--- src/rtl/llc_cmd_dispatch.sv ---
// LLC command dispatcher: buffers trace commands in a small FIFO, issues one
// decoded request strobe per command to the cache and waits for its completion.
//
// state   | meaning
// --------+------------------------------------------------------------
// S_IDLE  | nothing in flight; pops the FIFO head when one is available
// S_ISSUE | one-cycle strobe for the held command, counters updated
// S_WAIT  | waiting for cache_done; abandons the command on timeout
module llc_cmd_dispatch #(
    parameter int ADDR_SIZE   = 32,
    parameter int FIFO_DEPTH  = 4,
    parameter int TIMEOUT_CYC = 64,
    parameter int CNT_W       = 16
) (
    input  logic                 clk,
    input  logic                 rst,
    input  logic                 cmd_valid,
    output logic                 cmd_ready,
    input  logic [3:0]           cmd_op,
    input  logic [ADDR_SIZE-1:0] cmd_addr,
    output logic [ADDR_SIZE-1:0] address,
    output logic                 read_req,
    output logic                 write_req,
    output logic                 invalidate,
    output logic                 snoop_req,
    output logic [1:0]           snoop_op,
    output logic                 clear_req,
    output logic                 print_req,
    input  logic                 cache_done,
    output logic                 busy,
    output logic [CNT_W-1:0]     rd_cnt,
    output logic [CNT_W-1:0]     wr_cnt,
    output logic [CNT_W-1:0]     err_cnt
);

    localparam int PW = $clog2(FIFO_DEPTH);
    localparam int TW = (TIMEOUT_CYC > 1) ? $clog2(TIMEOUT_CYC) : 1;
    localparam int EW = 4 + ADDR_SIZE;

    typedef enum logic [1:0] {S_IDLE, S_ISSUE, S_WAIT} state_t;

    state_t                 state_q, state_d;
    logic [EW-1:0]          mem_q [FIFO_DEPTH];
    logic [EW-1:0]          mem_d [FIFO_DEPTH];
    logic [PW:0]            wr_ptr_q, wr_ptr_d, rd_ptr_q, rd_ptr_d;
    logic [3:0]             op_q, op_d;
    logic [ADDR_SIZE-1:0]   addr_q, addr_d;
    logic [TW-1:0]          tmr_q, tmr_d;
    logic [CNT_W-1:0]       rd_cnt_q, rd_cnt_d, wr_cnt_q, wr_cnt_d, err_cnt_q, err_cnt_d;
    logic                   full, empty, push, pop, op_legal;

    function automatic logic [CNT_W-1:0] sat_inc(input logic [CNT_W-1:0] v);
        return (&v) ? v : v + CNT_W'(1);
    endfunction

    assign empty     = (wr_ptr_q == rd_ptr_q);
    assign full      = (wr_ptr_q[PW] != rd_ptr_q[PW]) &&
                       (wr_ptr_q[PW-1:0] == rd_ptr_q[PW-1:0]);
    assign cmd_ready = !full;
    assign push      = cmd_valid && !full;
    assign pop       = (state_q == S_IDLE) && !empty;
    assign op_legal  = (op_q <= 4'd6) || (op_q == 4'd8) || (op_q == 4'd9);

    assign address = addr_q;
    assign busy    = (state_q != S_IDLE) || !empty;
    assign rd_cnt  = rd_cnt_q;
    assign wr_cnt  = wr_cnt_q;
    assign err_cnt = err_cnt_q;

    // FIFO storage and pointers; push and pop may happen in the same cycle
    always_comb begin
        mem_d    = mem_q;
        wr_ptr_d = wr_ptr_q;
        rd_ptr_d = rd_ptr_q;
        if (push) begin
            mem_d[wr_ptr_q[PW-1:0]] = {cmd_op, cmd_addr};
            wr_ptr_d = wr_ptr_q + (PW+1)'(1);
        end
        if (pop) begin
            rd_ptr_d = rd_ptr_q + (PW+1)'(1);
        end
    end

    // Next state, request decode, wait timer and statistics
    always_comb begin
        state_d    = state_q;
        op_d       = op_q;
        addr_d     = addr_q;
        tmr_d      = tmr_q;
        rd_cnt_d   = rd_cnt_q;
        wr_cnt_d   = wr_cnt_q;
        err_cnt_d  = err_cnt_q;
        read_req   = 1'b0;
        write_req  = 1'b0;
        invalidate = 1'b0;
        snoop_req  = 1'b0;
        snoop_op   = 2'd0;
        clear_req  = 1'b0;
        print_req  = 1'b0;
        case (state_q)
            S_IDLE: begin
                if (!empty) begin
                    {op_d, addr_d} = mem_q[rd_ptr_q[PW-1:0]];
                    state_d        = S_ISSUE;
                end
            end
            S_ISSUE: begin
                if (op_legal) begin
                    case (op_q)
                        4'd0, 4'd2: begin
                            read_req = 1'b1;
                            rd_cnt_d = sat_inc(rd_cnt_q);
                        end
                        4'd1: begin
                            write_req = 1'b1;
                            wr_cnt_d  = sat_inc(wr_cnt_q);
                        end
                        4'd3:       invalidate = 1'b1;
                        4'd4, 4'd5, 4'd6: begin
                            snoop_req = 1'b1;
                            snoop_op  = 2'(op_q - 4'd4);
                        end
                        4'd8:       clear_req = 1'b1;
                        default:    print_req = 1'b1;
                    endcase
                    if (cache_done) begin
                        state_d = S_IDLE;
                    end else begin
                        state_d = S_WAIT;
                        tmr_d   = TW'(TIMEOUT_CYC - 1);
                    end
                end else begin
                    err_cnt_d = sat_inc(err_cnt_q);
                    state_d   = S_IDLE;
                end
            end
            S_WAIT: begin
                // done wins over a coinciding timeout
                if (cache_done) begin
                    state_d = S_IDLE;
                end else if (tmr_q == '0) begin
                    err_cnt_d = sat_inc(err_cnt_q);
                    state_d   = S_IDLE;
                end else begin
                    tmr_d = tmr_q - TW'(1);
                end
            end
            default: state_d = S_IDLE;
        endcase
    end

    // State registers with synchronous reset
    always_ff @(posedge clk) begin
        if (rst) begin
            state_q   <= S_IDLE;
            for (int i = 0; i < FIFO_DEPTH; i++) mem_q[i] <= '0;
            wr_ptr_q  <= '0;
            rd_ptr_q  <= '0;
            op_q      <= '0;
            addr_q    <= '0;
            tmr_q     <= '0;
            rd_cnt_q  <= '0;
            wr_cnt_q  <= '0;
            err_cnt_q <= '0;
        end else begin
            state_q   <= state_d;
            mem_q     <= mem_d;
            wr_ptr_q  <= wr_ptr_d;
            rd_ptr_q  <= rd_ptr_d;
            op_q      <= op_d;
            addr_q    <= addr_d;
            tmr_q     <= tmr_d;
            rd_cnt_q  <= rd_cnt_d;
            wr_cnt_q  <= wr_cnt_d;
            err_cnt_q <= err_cnt_d;
        end
    end

endmodule

--- config.mk ---
export PLATFORM = sky130hd
export DESIGN_NAME = llc_cmd_dispatch
export DESIGN_NICKNAME = d
export VERILOG_FILES = /design/src/rtl/llc_cmd_dispatch.sv
export SDC_FILE = /design/constraint.sdc
export NUM_CORES = 1
export LEC_CHECK = 0
export BUFFER_PORTS_ARGS = -buffer_cell sky130_fd_sc_hd__clkbuf_2
export CORE_MARGIN = 3
export CORE_UTILIZATION = 35
export CTS_CLUSTER_SIZE = 8
export DETAILED_ROUTE_END_ITERATION = 10
export SLEW_MARGIN = 20
export SYNTH_ARGS = -nofsm -noshare
export SYNTH_HDL_FRONTEND = slang
export SYNTH_SLANG_ARGS = --single-unit
--- constraint.sdc ---
create_clock -name clk -period 3 [get_ports clk]
set_input_delay 0.6 -clock clk [delete_from_list [all_inputs] [get_ports clk]]
set_output_delay 0.6 -clock clk [all_outputs]
set_load 0.05 [all_outputs]
==> results.ini <==
[sta]
skew_ns=0.01449
finalCriticalPeriod_ns=2.739
fin_crit_sh=0.9131
finalSetupViolCount=0
hold_viol=0
tns_ns=0
slew_headroom=0.3055
worst_pin_slew_ns=1.041
final_max_slew_viol_count=0
hold-worst-slack_ns=0.3643
rsz0062_at_grt=false
fmax_mhz=365.1

[pwr]
power_frac_seq=0.396
leakagePower_nw=4.311
pwr-share-clk=0.387
p_switching_mw=2.836
irDropWorstVdd_mv=0.3681
sw_frac_of_total=0.3147
p_total_mw=9.010
power.density_nw_per_um2=740.5
internal_power_mw=6.175
p_comb_frac=0.217

[global_route]
grt_use_met3=0.03785
busiest_layer=met2
grt_overflow=0
track_usage=0.1730
use_met2=0.2844
grt_pass1_wl_mm=44.10
grt_pass1_vias=8253
grt_max_degree=81
grt_use_met1=0.2325
grt_antenna_before_repair=1

[cells_and_area]
layout.nets=1364
nFillCells=2864
layout_commonest_cell=nand2_1
fin_area_um2=12170
stdcell_count=1695
drive_above_1_share=0.1883
antenna_cells=0
final_cell_mix=nand2_1 (380), dfxtp_1 (240), a21oi_1 (203), clkbuf_2 (128), nor2_1 (54)
syn2layout_area_growth_pct=19.60

[floorplan]
die_w_um=176.5
num_rows=61
initial_utilization=0.3603
core_um2=28240
dieArea_um2=31150
fp.dieH_um=176.5
boundaryPins=130

[detailed_routing]
vias_per_cell=5.086
drt-initial-drc-count=572
drt-total-wl_mm=27.30
ant_nets=0
via_count=8621
drtPass1Iterations=5
drc=0
avgRoutedWirePerCell_um=16.10

[placement]
hpwl_mm=16.36
routabilityCongestion=0.7918
port_buffers=129
place_area_um2=11230
dp.cells=1654

[synth]
ys_seq_area_frac=0.4762
async_flop_share=0
ys_types=45
post-synth-top-area-fraction=0.4762
synth_cells=1211
synth.avg_cell_area_um2=8.401
syn_area_um2=10170
synth_nets=1261
synthTopCellsByArea=dfxtp_1 (48%), nand2_1 (14%), a21oi_1 (10%)
yosys_warnings=0
synth_edf_count=0
synth_ff_type=dfxtp_1
ys_seq_elements=242
synth_top_cell_by_area=dfxtp_1

[job]
maxCapViolations=0

[clock_network]
clockBufferDepth=3
cts_resized=0
clockRootBuffer=clkbuf_16
post_cts_buffers=0
cts_sinks=242
htree_num_levels=2
cts_made_buffers=36
cts_tree=done
holdBufCountCts=0
clkLatencyLatePin_ns=0.50
clk_pin_slew_worst_paths_ns=0.05

[setup_path]
required_ns=2.40
max_stage_delay_ns=0.47
slowest_stage=dfxtp_1
crit_path_end_kind=output pin
path_cells=nor2b_1 -> nand3b_1 -> a21oi_1 -> and2_1 -> clkbuf_2
cp.arrival_ns=2.14
cp_max_fo=7
start_kind=flip-flop
ff2ff_path_depth=6
worstSetupPathType=flip-flop to output pin

[worst_hold_path]
hold_class=primary input to flip-flop
holdPathStages=3

[run_status]
status=completed

==> cell usage after synthesis (2+ instances only) <==
cell type    n
nor3_1      13
buf_2        7
nor4b_1      3
a31oi_1      3
and2_1       8
nor2b_1      9
o21a_1       2
mux2_2       5
or3_1        2
inv_1       14
and3_1       3
nand3b_1     2
nand4_1     14
clkbuf_1    68
a211oi_1     6
nor2_1      54
o211ai_1     3
xor2_1      14
xnor2_1     24
nand4b_1     2
a311oi_1     3
mux2i_1      3
dfxtp_1    242
nand3_1     20
mux4_2      36
and4_1       4
or4_1       12
nor4_1       6
buf_1        6
nand2_1    385
a21oi_1    203
o21ai_0      4
o31ai_1      9
ha_1        10
or2_2        2
==> final timing paths <==
path | from | end | slack (ns)
worst min-delay path | cmd_addr[17] | mem_q[53]$_SDFFE_PP0P_ | 0.36
worst max register to register | wr_ptr_q[0]$_SDFFE_PP0P_ | mem_q[88]$_SDFFE_PP0P_ | 0.74
worst min register to register | mem_q[70]$_SDFFE_PP0P_ | mem_q[70]$_SDFFE_PP0P_ | 0.45
worst max-delay path | state_q[0]$_SDFFE_PP0P_ | snoop_op[1] | 0.26
==> power by group through the flow <==
stage / Clock, mW / Combinational [mW] / Sequential [mW]
3_5_place_dp: 0 / 1.98 / 3.63
2_1_floorplan: 0 / 1.19 / 3.80
4_1_cts: 3.58 / 1.98 / 3.57
5_1_grt: 3.73 / 2.13 / 3.60
3_3_place_gp: 0 / 1.96 / 3.63
6_report: 3.49 / 1.95 / 3.57
==> per-stage QoR <==
step	setup WS, ns	utilization
after floorplan	0.3056	-
after global placement	0.6618	0.3976
after detailed placement	0.6405	0.3976
after CTS	0.2600	0.4309
after global routing	0.1001	0.4309
final	0.2608	0.4309
==> flip-flops by register name, summed over array words and instances, names as in the netlist <==
| signal | cells |
|---|---|
| address | 32 |
| state_q | 2 |
| wr_cnt | 16 |
| tmr_q | 6 |
| op_q | 4 |
| wr_ptr_q | 3 |
| mem_q | 144 |
| rd_ptr_q | 3 |
| rd_cnt | 16 |
| err_cnt | 16 |
==> cells by family after synthesis <==
kind of cell | count (synthesis) | share of synthesized area
buf+inv | 95 | 0.03591
compound gates | 236 | 0.1243
fa+ha+maj | 10 | 0.01230
xor+xnor | 38 | 0.03271
simple gates | 546 | 0.2304
mux | 44 | 0.08818
flops | 242 | 0.4762
==> area by class of cell <==
cell class	instances	area [µm²]	area share
flip-flops and latches	242	4850	0.3986
well taps	378	473.0	0.03887
repair buffers	146	842.1	0.06920
clock inverters	3	32.53	0.002674
inverters	14	52.55	0.004319
multi-input cells	874	5010	0.4117
clock buffers	38	908.4	0.07465
==> critical path: cells and delay by family (launching register included) <==
| family | cells | cell delay, ns |
|---|---|---|
| compound gates | 1 | 0.19 |
| buf+inv | 1 | 0.27 |
| simple gates | 3 | 0.72 |
| flops | 1 | 0.47 |
==> per-layer routing <==
metal / part of all wire / routed length (µm) / up-vias
met2: 0.47 / 12770 / 188
li1: - / - / 4314
met3: 0.057 / 1569 / 35
met1: 0.46 / 12560 / 4082
met5: 0.00037 / 10 / -
met4: 0.014 / 384 / 2
Power figures use the tool's default switching activity.
